`config.mk`:
```
export PLATFORM = sky130hd
export DESIGN_NAME = serial_adder_ctrl
export DESIGN_NICKNAME = d
export VERILOG_FILES = /design/src/rtl/serial_adder_ctrl.sv
export SDC_FILE = /design/constraint.sdc
export NUM_CORES = 1
export LEC_CHECK = 0
export ABC_AREA = 1
export BUFFER_PORTS_ARGS = -buffer_cell sky130_fd_sc_hd__buf_2
export CORE_MARGIN = 10
export CORE_UTILIZATION = 38
export CTS_BUF_LIST = sky130_fd_sc_hd__clkbuf_4
export DETAILED_ROUTE_END_ITERATION = 10
export GPL_TIMING_DRIVEN = 0
export MAX_ROUTING_LAYER = met4
export PLACE_DENSITY_LB_ADDON = 0.05
export SLEW_MARGIN = 30
export SYNTH_ARGS = -nofsm -noshare
export SYNTH_HDL_FRONTEND = slang
export SYNTH_HIERARCHICAL = 1
export SYNTH_SLANG_ARGS = --single-unit
export TNS_END_PERCENT = 10
```
`constraint.sdc`:
```
create_clock -name clk -period 2.45 [get_ports clk]
set_input_delay 0.245 -clock clk [delete_from_list [all_inputs] [get_ports clk]]
set_output_delay 0.245 -clock clk [all_outputs]
set_load 0.05 [all_outputs]
```
`src/rtl/serial_adder_ctrl.sv`:
```
// Bit-serial add/subtract controller built around one shared 1-bit full_adder.
// Operands are consumed LSB first, one bit per clock, under a start/busy/done handshake.

module full_adder (
  input  logic a,
  input  logic b,
  input  logic ci,
  output logic s,
  output logic co
);
  assign s  = a ^ b ^ ci;
  assign co = (a & b) | (ci & (a ^ b));
endmodule

module serial_adder_ctrl #(
  parameter int WIDTH = 8
) (
  input  logic             clk,
  input  logic             rst_n,
  input  logic             start,
  input  logic             sub,
  input  logic [WIDTH-1:0] a,
  input  logic [WIDTH-1:0] b,
  input  logic             ci,
  output logic             busy,
  output logic             done,
  output logic [WIDTH-1:0] sum,
  output logic             co,
  output logic             ovf
);

  localparam int CW = (WIDTH > 1) ? $clog2(WIDTH) : 1;
  localparam logic [CW-1:0] LAST = CW'(WIDTH - 1);

  typedef enum logic [1:0] {IDLE, RUN, DONE} state_t;

  state_t           state, state_next;
  logic [WIDTH-1:0] op_a, op_b, res, res_next;
  logic             carry;
  logic [CW-1:0]    count;
  logic             fa_s, fa_co;
  logic             accept, last_bit;

  full_adder u_fa (
    .a  (op_a[0]),
    .b  (op_b[0]),
    .ci (carry),
    .s  (fa_s),
    .co (fa_co)
  );

  assign accept   = start && ((state == IDLE) || (state == DONE));
  assign last_bit = (state == RUN) && (count == LAST);
  // New sum bit enters at the MSB so the LSB-first stream lands in place after WIDTH shifts
  assign res_next = (res >> 1) | (WIDTH'(fa_s) << (WIDTH - 1));

  assign busy = (state == RUN);
  assign done = (state == DONE);

  always_ff @(posedge clk or negedge rst_n) begin
    if (!rst_n) state <= IDLE;
    else        state <= state_next;
  end

  always_comb begin
    state_next = state;
    case (state)
      IDLE:    if (start) state_next = RUN;
      RUN:     if (last_bit) state_next = DONE;
      DONE:    state_next = start ? RUN : IDLE;
      default: state_next = IDLE;
    endcase
  end

  always_ff @(posedge clk or negedge rst_n) begin
    if (!rst_n) begin
      op_a  <= '0;
      op_b  <= '0;
      res   <= '0;
      carry <= 1'b0;
      count <= '0;
      sum   <= '0;
      co    <= 1'b0;
      ovf   <= 1'b0;
    end else if (accept) begin
      op_a  <= a;
      op_b  <= sub ? ~b : b;
      carry <= sub ? 1'b1 : ci;
      count <= '0;
    end else if (state == RUN) begin
      op_a  <= op_a >> 1;
      op_b  <= op_b >> 1;
      res   <= res_next;
      carry <= fa_co;
      count <= count + 1'b1;
      // On the MSB step, carry still holds the carry into the MSB
      if (last_bit) begin
        sum <= res_next;
        co  <= fa_co;
        ovf <= carry ^ fa_co;
      end
    end
  end

endmodule

```
Yosys cells after proc, flatten, opt, wreduce, memory -nomap -nowiden --
Cells that the tools add are included. Widths: inputs -> output; s select.
Word-level totals: flip-flop bits (word level) 40, latch bits 0, memory bits (writable) 0, memory bits (read-only) 0, bits of input ports 21, output and inout bits 12, word-level logic and storage cells 46, memories 0
Cells by class: add/sub/neg operators 1, $mul 0, div/mod/pow operators 0, order comparisons 0, equal/unequal tests 5, shift-type cells 0, mux-type cells 14, bitwise logic cells 9, reductions and logical operators 8
Operators by type and width (count):
- $mux 8 | 5
- $not 8->8 | 1
- $or 7x8->8 | 1
- $mux 3 | 2
- $pmux 2 s3 | 1
- $mux 1 | 4
- $mux 2 | 2
- $reduce_and 2->1 | 2
- $add 3x1->3 const B | 1
- $eq 3x3->1 const B | 1
- $reduce_and 3->1 | 1
- $xor 1x1->1 | 3
- $and 1x1->1 | 2
- $eq 2x1->1 const B | 1
- $eq 2x2->1 const B | 1
- $logic_and 1x1->1 | 2
- $logic_not 2->1 | 1
- $ne 2x1->1 const B | 1
- $ne 2x2->1 const B | 1
- $reduce_bool 2->1 | 1
- $logic_or 1x1->1 | 1
- $not 1->1 | 1
- $or 1x1->1 | 1

Depth between registers and ports, before layout --
depth in word-level cells 5, mapped depth 7, depth with buffers taken out 6

Modules after synthesis --
Netlist, hierarchy kept.
By module, submodules not included:
- serial_adder_ctrl | times used 1, cells an instance 226, area an instance 1815.5 um^2, sequential area each 975.9 um^2
- full_adder | times used 1, cells an instance 1, area an instance 20.0 um^2, sequential area each 0.0 um^2

Worst setup path after synthesis --
Ideal clock, no wire load.
path type reg-to-reg, from reg state[0], to reg sum[4], setup time 120 ps, arrival 1287 ps, data required time 2330 ps, setup slack 1043 ps, stages on the path, launching flop included 7, buffers on the path 1, clock period less this slack 1407 ps, cell sequence dfrtp_1 > inv_2 > nor2_4 > nand2_2 > buf_6 > nand2_1 > o21ai_2
On the way: elaborated cells between the ends (all ways) 8, those cells by class eq/ne (2); bitwise (1); reduce/logical (5)
RTL lines:
- start: declaration | RTL line 37 | state_t state, state_next;
- start signal: assignment | RTL line 62 | else state <= state_next;
- $eq 2x1->1 (*)
- via busy | RTL line 25 | output logic busy,
- $logic_and 1x1->1 | RTL line 53 | assign last_bit = (state == RUN) && (count == LAST);
- $reduce_and 3->1 (no line) (*)
- end signal: assignment | RTL line 98 | sum <= res_next;
- end: declaration | RTL line 27 | output logic [WIDTH-1:0] sum,
The timed path passes the listed nets; every way through them passes the cells marked *. A chain may end at the register's enable or synchronous reset.

Worst setup path after layout --
from reg state[0], to out busy
On the way: word-level cells in the longest chain between the ends 1
RTL lines:
- $eq 2x1->1 | RTL line 57 | assign busy = (state == RUN);
- end: declaration | RTL line 25
Every way passes these cells.

==> impl_results.rst <==
.. list-table::
   :header-rows: 1

   * - Metric
     - Value
   * - Hold violation count in the final report
     - 0
   * - Initial antenna violation count
     - 0
   * - First-pass iteration count of the detailed router
     - 4
   * - Hpwl dp
     - 2.86 mm
   * - Clock root buffer
     - sky130_fd_sc_hd__clkbuf_4
   * - Yosys reg bits
     - 39
   * - Largest driver fanout on the critical path
     - 9
   * - Met1 global-route usage
     - 13.4%
   * - Max rail drop VDD
     - 0.384 mV
   * - Wire length of the first global-routing pass
     - 7.07 mm
   * - CTS tree
     - built
   * - CP Data Required Time
     - 2.20 ns
   * - Wire length per cell
     - 12.4 um
   * - Max cap viols
     - 0
   * - Setup TNS
     - 0 ns
   * - Number of routed nets with antenna violations
     - 0
   * - Floorplan Core Area
     - 4690 um^2
   * - Cell area after synthesis
     - 1840 um^2
   * - Final critical path time including I/O delays and setup
     - 1.60 ns
   * - Post-layout net count
     - 290
   * - Remaining DRCs
     - 0
   * - Core Rows
     - 25
   * - Sequential cell area fraction in the yosys report
     - 53.2%
   * - IO Pins
     - 33
   * - Maximum clock frequency
     - 626 MHz
   * - Total Wirelength
     - 3.97 mm
   * - I/O Buffers
     - 31
   * - CTS max path bufs
     - 2
   * - Vias in the first global route
     - 1554
   * - Number of cell instances on the worst register-to-register path
     - 6
   * - GRT Residual Overflow
     - 0
   * - Setup repair after global routing missed its margin
     - no
   * - CTS Buf Count
     - 5
   * - Post-Synthesis Cells
     - 227
   * - Period Utilization, post-route
     - 65.2%
   * - Worst Tran Pin Value
     - 0.491 ns
   * - DR iter-0 viols
     - 61
   * - Util after Layout
     - 45.4%
   * - Headroom to the max-slew limit
     - 67.2%
   * - Starting Density
     - 39.1%
   * - Status
     - finished, final reports clean
   * - Final Slew Violations
     - 0
   * - Clock transition at the register clock pins on the worst setup and hold paths after CTS
     - 0.11 ns
   * - Total die area
     - 8010 um^2
   * - Signed area change from the synthesized netlist to the final layout
     - 16.0%
   * - Max Clock Skew
     - 0.00836 ns
   * - Count of vias placed by the detailed router
     - 1483
   * - Sinks on the clock net
     - 39
   * - Met2 track demand over resource in global routing
     - 19.2%
   * - Fraction of layout cells with a size suffix above 1
     - 21.7%
   * - GR met3 Demand/Resource
     - 3.19%
   * - RD Place Congestion
     - 0.727
   * - Path type of the worst min-delay path
     - in -> reg
   * - CP startpoint kind
     - flip-flop
   * - LEAKAGE
     - 1.19 nW
   * - Maximum number of pins on one net before global-route repair
     - 40
   * - H-tree lvl count
     - 2
   * - Cell count of the worst hold path
     - 3
   * - Via density per instance
     - 4.62
   * - Antenna Diode Count
     - 0
   * - Clock insertion delay at the later pin of the skew report
     - 0.35 ns
   * - Number of library cell types mapped by synthesis
     - 18
   * - Path type of the worst setup path
     - reg -> out
   * - Crit end category
     - primary output
   * - Post-CTS Setup Repair Bufs
     - 0
   * - Number of setup violations in the final report
     - 0
   * - Post-Syn Area per Cell
     - 8.09 um^2
   * - Chip Height
     - 89.5 um
   * - CP Data Arrival Time
     - 1.35 ns
   * - Net count after synthesis
     - 251
   * - Pwr Density
     - 1300 nW/um^2
   * - Busiest layer in global routing
     - met2
   * - Number of warnings reported in the yosys synthesis log
     - 6
   * - Total Routing Usage GR
     - 11.7%
   * - Overall die width
     - 89.5 um
==> power breakdown <==
group | switching (mW) | internal (mW) | leakage, nW | total (mW)
logic | 0.930 | 0.404 | 0.660 | 1.33
clock network | 0.207 | 0.134 | 0.0361 | 0.342
registers | 0.157 | 0.934 | 0.491 | 1.09
==> critical path, stage by stage, from the launching register on <==
cell	delay, ns
sky130_fd_sc_hd__dfrtp_1	0.42
sky130_fd_sc_hd__inv_2	0.07
sky130_fd_sc_hd__nor2_4	0.20
sky130_fd_sc_hd__buf_2	0.31
==> cells in the mapped netlist (all sizes together) <==
library cell	count	area, um^2
nand3	11	55.1
nor2	4	22.5
fa	1	20.0
inv	28	105
or2	1	6.26
buf	5	37.5
a21oi	1	5.00
ha	2	25.0
clkbuf	2	7.51
o21ai	26	156
xnor2	2	17.5
dfrtp	39	976
nand2	105	402
==> registers in the layout, indices dropped and copies added, names as in the netlist <==
| signal | count |
|---|---|
| ovf | 1 |
| count | 3 |
| state | 2 |
| op_b | 8 |
| sum | 8 |
| carry | 1 |
| res | 7 |
| op_a | 8 |
| co | 1 |
==> kinds of logic (layout without fill, tap and decap cells) <==
kind of cell | Yosys count | in the layout | share of synthesized area (%)
buf+inv | 35 | 75 | 8.18
fa+ha+maj | 3 | 3 | 2.45
flops | 39 | 39 | 53.2
compound gates | 27 | 27 | 8.79
xor+xnor | 2 | 2 | 0.955
simple gates | 121 | 121 | 26.4
==> metrics by stage <==
step	std cells	setup WS, ns	total power [mW]	hold WS [ns]	area [um^2]
after floorplan	227	1.04	2.12	-0.0506	1840
after global placement	312	1.05	2.45	0.421	2060
after detailed placement	312	1.07	2.47	0.423	2060
after CTS	320	0.809	2.82	0.0307	2120
after global routing	321	0.755	3.07	0.109	2130
final	321	0.853	2.77	0.115	2130
==> cells in the final DEF (no fill, tap or decap), types with 3 or more instances in the layout <==
master | Yosys | layout
sky130_fd_sc_hd__clkbuf_4 | 0 | 7
sky130_fd_sc_hd__buf_2 | 3 | 33
sky130_fd_sc_hd__nand2_2 | 3 | 3
sky130_fd_sc_hd__nor2_1 | 3 | 3
sky130_fd_sc_hd__inv_1 | 26 | 26
sky130_fd_sc_hd__dfrtp_1 | 39 | 39
sky130_fd_sc_hd__nand2_1 | 102 | 102
sky130_fd_sc_hd__o21ai_0 | 19 | 19
sky130_fd_sc_hd__nand3_1 | 11 | 11
sky130_fd_sc_hd__o21ai_2 | 7 | 7
==> what timing repair did <==
item                                   in CTS  in global routing
endpoints found under the hold margin       0                 39
hold buffers                                0                  1
gates resized for setup                     0                  0
==> routing by layer <==
| layer | vias up | wire [um] |
|---|---|---|
| met5 | - | 0 |
| li1 | 770 | - |
| met1 | 680 | 1910 |
| met3 | 5 | 163 |
| met4 | 0 | 61 |
| met2 | 28 | 1840 |
==> cell type report <==
| class | count | area [um^2] |
|---|---|---|
| Multi-Input combinational cell | 153 | 709 |
| Buffer | 7 | 45.0 |
| Inverter | 28 | 105 |
| Sequential cell | 39 | 976 |
| Tap cell | 54 | 67.6 |
| Clock buffer | 7 | 52.6 |
| Clock inverter | 1 | 5.00 |
| Timing Repair Buffer | 32 | 168 |
| Fill cell | 502 | 2560 |
==> path summary, 6_finish.rpt <==
kind / from / endpoint / slack [ns]
max: state[0] / busy / 0.85
min: a[7] / op_a[7] / 0.11
max reg2reg: count[0] / sum[4] / 1.06
min reg2reg: count[0] / count[0] / 0.48
max in group asynchronous: rst_n / count[1] / 1.71
min in group asynchronous: rst_n / sum[5] / 0.39
Power figures use the tool's default switching activity.
